--- config.mk ---
export PLATFORM = sky130hd
export DESIGN_NAME = clkroot_div
export DESIGN_NICKNAME = d
export VERILOG_FILES = /design/src/rtl/clkroot_div.sv
export SDC_FILE = /design/constraint.sdc
export NUM_CORES = 1
export LEC_CHECK = 0
export CAP_MARGIN = 40
export CORE_MARGIN = 4
export CORE_UTILIZATION = 35
export CTS_CLUSTER_DIAMETER = 80
export DETAILED_ROUTE_END_ITERATION = 7
export GPL_TIMING_DRIVEN = 0
export SETUP_SLACK_MARGIN = 0.02
export SLEW_MARGIN = 15
export SYNTH_ARGS = -nofsm -noshare
export SYNTH_HDL_FRONTEND = slang
export SYNTH_SLANG_ARGS = --single-unit
--- constraint.sdc ---
create_clock -name clk -period 2.4 [get_ports clk]
set_clock_uncertainty 0.15 [all_clocks]
set_input_delay 0.48 -clock clk [delete_from_list [all_inputs] [get_ports clk]]
set_output_delay 0.48 -clock clk [all_outputs]
set_load 0.05 [all_outputs]
--- src/rtl/clkroot_div.sv ---
// Glitch-free runtime-programmable integer clock divider for the system clock root.
// The divided clock is a flop output; divisor changes are applied only at a period boundary.
module clkroot_div #(
    parameter int unsigned W_DIV     = 8,
    parameter int unsigned DIV_RESET = 2
) (
    input  logic             clk,
    input  logic             rst_n,
    input  logic [W_DIV-1:0] div_wdata,
    input  logic             div_wen,
    output logic             div_busy,
    output logic [W_DIV-1:0] div_cur,
    output logic             clk_out,
    output logic             clk_rise,
    output logic             running
);

    localparam logic [W_DIV-1:0] DivReset = W_DIV'(DIV_RESET);
    // Starting on the last count makes the first edge after reset a boundary.
    localparam logic [W_DIV-1:0] CtrReset = (DIV_RESET >= 2) ? W_DIV'(DIV_RESET - 1) : '0;

    logic [W_DIV-1:0] r_ctr,      w_ctr_d;
    logic [W_DIV-1:0] r_cur_div,  w_cur_div_d;
    logic [W_DIV-1:0] r_pend_div, w_pend_div_d;
    logic             r_pend_vld, w_pend_vld_d;
    logic             r_clk_out,  w_clk_out_d;
    logic             r_clk_rise, w_clk_rise_d;

    logic [W_DIV:0]   w_high;
    logic [W_DIV:0]   w_ctr_inc;
    logic             w_running;
    logic             w_boundary;
    logic             w_pend_runs;

    always_comb begin
        w_high      = ({1'b0, r_cur_div} + (W_DIV+1)'(1)) >> 1;
        w_ctr_inc   = {1'b0, r_ctr} + (W_DIV+1)'(1);
        w_running   = (r_cur_div >= W_DIV'(2));
        w_boundary  = w_running && (r_ctr == (r_cur_div - W_DIV'(1)));
        w_pend_runs = (r_pend_div >= W_DIV'(2));
    end

    always_comb begin
        w_ctr_d      = r_ctr;
        w_cur_div_d  = r_cur_div;
        w_pend_div_d = r_pend_div;
        w_pend_vld_d = r_pend_vld;
        w_clk_out_d  = r_clk_out;
        w_clk_rise_d = 1'b0;

        if (w_running) begin
            if (w_boundary) begin
                w_ctr_d      = '0;
                w_clk_out_d  = 1'b1;
                w_clk_rise_d = 1'b1;
                if (r_pend_vld) begin
                    w_cur_div_d  = r_pend_div;
                    w_pend_vld_d = 1'b0;
                    if (!w_pend_runs) begin
                        w_clk_out_d  = 1'b0;
                        w_clk_rise_d = 1'b0;
                    end
                end
            end else begin
                w_ctr_d     = w_ctr_inc[W_DIV-1:0];
                w_clk_out_d = (w_ctr_inc < w_high);
            end
        end else begin
            w_ctr_d     = '0;
            w_clk_out_d = 1'b0;
            if (r_pend_vld) begin
                w_cur_div_d  = r_pend_div;
                w_pend_vld_d = 1'b0;
                w_clk_out_d  = w_pend_runs;
                w_clk_rise_d = w_pend_runs;
            end
        end

        // A write on the apply edge stays pending for the next boundary.
        if (div_wen) begin
            w_pend_div_d = div_wdata;
            w_pend_vld_d = 1'b1;
        end
    end

    always_ff @(posedge clk) begin
        if (!rst_n) begin
            r_ctr      <= CtrReset;
            r_cur_div  <= DivReset;
            r_pend_div <= '0;
            r_pend_vld <= 1'b0;
            r_clk_out  <= 1'b0;
            r_clk_rise <= 1'b0;
        end else begin
            r_ctr      <= w_ctr_d;
            r_cur_div  <= w_cur_div_d;
            r_pend_div <= w_pend_div_d;
            r_pend_vld <= w_pend_vld_d;
            r_clk_out  <= w_clk_out_d;
            r_clk_rise <= w_clk_rise_d;
        end
    end

    assign div_busy = r_pend_vld;
    assign div_cur  = r_cur_div;
    assign clk_out  = r_clk_out;
    assign clk_rise = r_clk_rise;
    assign running  = (r_cur_div >= W_DIV'(2));

endmodule

==> impl_metrics.py <==
metrics = {
    "sta": {
        "timing.final.crit_period_ps": 2284,
        "relSlewSlack": 0.5912,
        "worstMarginPinSlew_ps": 613.1,
        "period_share": 0.9519,
        "fmax_ghz": 0.4377,
        "setup_viol": 0,
        "final_hold_viol_count": 0,
        "finalMaxSlewViolations": 0,
        "rsz0062_at_grt": "true",
    },
    "clock_network": {
        "postCtsSetupRepairBufs": 0,
        "clkSlewWorstSetupHoldPaths_ps": 100,
        "clockBufferDepth": 2,
        "numCtsBuffers": 3,
        "cts_tree": "done",
        "clk_latency_ps": 270,
        "cts_sinks": 27,
        "cts_max_level": 1,
        "hold_buffers": 0,
        "root_buffer": "clkbuf_8",
    },
    "global_routing": {
        "grt_first_pass_wirelength_mm": 6.375,
        "antenna_found_initial": 0,
        "grt_pass1_vias": 1362,
        "grt_max_degree": 15,
        "grt-ovfl-total": 0,
        "gr-usage-all-layers": 0.1326,
    },
    "worst_setup_path": {
        "worstPathRequired_ps": 1770,
        "crit_slowest_cell": "clkdlybuf4s50_1",
        "critPathMaxStageDelay_ps": 870,
        "cp_top_family": "buffers and inverters",
        "crit_chain": "clkdlybuf4s50_1",
        "crit_type": "flip-flop to output port",
        "critical_path_arrival_ps": 1650,
        "crit_fanout": 6,
        "worst_setup_path_start_kind": "flip-flop",
        "end_kind": "output port",
        "cp_num_buf_inv": 1,
    },
    "routing": {
        "wl_per_cell_um": 14.77,
        "via_count": 1295,
        "first_iter_violations": 60,
        "first_pass_iters": 4,
        "drt_wl_total_mm": 3.662,
        "post-route-drc-count": 0,
        "final_antenna_net_count": 0,
        "avgViaCountPerCell": 5.222,
    },
    "finish": {
        "most-common-layout-cells": "dfxtp_1, clkdlybuf4s50_1, nor2_1, xnor2_1, nand2_1",
        "final.fill_count": 442,
        "mostFrequentLayoutCell": "dfxtp_1",
        "final_cells": 248,
        "fin_area_um2": 1976,
        "syn2layout_area_growth_pct": 20.44,
        "drive_above_1_share": 0.1531,
        "final_nets": 219,
        "antenna_cells": 0,
    },
    "logic_synthesis": {
        "synthMuxAreaShare": 0.05492,
        "synthesis.area_um2": 1640,
        "ys_ff_latch": 27,
        "synth_seq_area_share": 0.3295,
        "synth_top_family_by_area": "simple AND/OR/NAND/NOR gates",
        "synth_xor_area_frac": 0.1175,
        "netlist_instances": 171,
        "synth_top_cell_area_share": 0.3295,
        "synth_simple_gate_area_frac": 0.2059,
        "syn_area_per_cell_um2": 9.593,
        "synth_cell_types": 42,
        "yosysWarnings": 0,
        "yosysTopAreaCell": "dfxtp_1",
        "synth-compound-area-share": 0.1548,
        "yosys.area_share.adder": 0.08391,
        "syn-num-nets": 193,
        "ys_top_cells_by_area": "dfxtp_1, ha_1, xnor2_1",
    },
    "power_and_ir_drop": {
        "p_leak_nw": 0.7856,
        "ir_drop_uv": 468.4,
        "p_per_area_nw_per_um2": 1205,
        "finalPower_mw": 2.381,
    },
    "floorplanning": {
        "start_util": 0.3691,
        "die_area_um2": 5846,
        "die_y_um": 76.46,
        "die_width_um": 76.46,
        "core-area_um2": 4444,
        "rows": 24,
        "pin_count": 23,
    },
    "flow_run": {
        "maxCapViolCount": 0,
    },
    "min_path": {
        "min_path_type": "flip-flop to flip-flop",
    },
    "placed_design": {
        "dp_cells": 244,
        "gp_congestion": 0.7839,
        "post_dp_cell_area_um2": 1919,
        "portBuffers": 21,
        "place_hpwl_mm": 2.779,
    },
    "outcome": {
        "status": "completed",
    },
}
where the power goes:
| part | total, mW | leakage, nW | switching (mW) | internal (mW) |
|---|---|---|---|---|
| combinational | 1.48 | 0.541 | 0.879 | 0.604 |
| sequential | 0.629 | 0.222 | 0.0924 | 0.536 |
| clock | 0.269 | 0.0228 | 0.150 | 0.119 |
| total | 2.38 | 0.786 | 1.12 | 1.26 |
state kept, by name (all words and copies together), names as in the netlist:
| name | count |
|---|---|
| div_cur | 8 |
| r_ctr | 8 |
| r_pend_div | 8 |
| clk_out | 1 |
| clk_rise | 1 |
| div_busy | 1 |
per-stage QoR:
step | worst slack, ps | TNS, ps | util | hold WS [ps]
2_1_floorplan | 23.67 | 0 | - | 310.0
3_3_place_gp | -145.7 | -145.7 | 0.4319 | 331.7
3_5_place_dp | -138.5 | -138.5 | 0.4319 | 343.0
4_1_cts | 33.89 | 0 | 0.4412 | 368.4
5_1_grt | -71.91 | -71.91 | 0.4445 | 401.7
6_report | 115.5 | 0 | 0.4445 | 367.4
final cells by class:
class	count	area, um^2	share of cell area
multi-input cells	132	1026	0.5193
flip-flops and latches	27	546.8	0.2768
repair buffers	21	205.2	0.1039
plain buffers	9	76.32	0.03863
well taps	52	65.06	0.03293
clock buffers	4	45.04	0.02280
inverters	3	11.26	0.005700
cells in the mapped netlist:
cell type / number
nor3b_2: 1
or3_1: 1
clkbuf_2: 1
buf_6: 1
o211ai_4: 1
or2b_2: 1
and3_4: 1
o32a_1: 1
and2b_2: 1
nand4_1: 2
inv_1: 2
o2111ai_1: 3
nor4_1: 2
o21a_4: 1
dfxtp_1: 27
and3_1: 7
nor4_4: 1
ha_1: 11
a21boi_0: 1
nand2_1: 13
clkinv_1: 1
xor2_1: 10
a21oi_1: 4
nand2b_2: 1
a31oi_1: 1
o21ai_0: 5
clkbuf_8: 3
nor2_1: 14
o21a_2: 1
a32o_1: 7
xnor2_1: 12
mux2i_1: 9
nor3_1: 3
nor4b_1: 2
clkbuf_1: 3
buf_4: 1
a22o_1: 1
a21o_1: 1
a311o_2: 1
and2_2: 1
nand3_1: 10
o21ai_4: 1
cell families after synthesis:
family	Yosys count
multiplexers	9
AND/OR/NAND/NOR	61
AO/OA/AOI/OAI	29
buffers and inverters	12
adder cells (fa/ha/maj)	11
XOR/XNOR	22
flip-flops	27
routing by layer:
layer,global-route usage,up-vias,wire length [um],share of wire
li1,-,666,-,-
met1,0.1685,603,1748,0.48
met2,0.2302,22,1760,0.48
met3,0.02364,4,107,0.029
met4,0.03442,0,46,0.013
met5,0,-,0,0
path summary, 6_finish.rpt:
path | start | endpoint | slack [ps] | depth (start not counted)
setup / recovery | div_cur[7] | div_cur[7] | 120 | 1
hold / removal | r_pend_div[0] | r_pend_div[0] | 370 | 2
setup reg to reg | r_ctr[0] | clk_out | 140 | 9
hold reg to reg | r_pend_div[0] | r_pend_div[0] | 370 | 2
timing repair:
item / CTS / global route
pin swaps: 0 / 0
gates cloned: 0 / 0
gates resized for setup: 6 / 4
endpoints found under the setup margin: 2 / 2
Power figures use the tool's default switching activity.
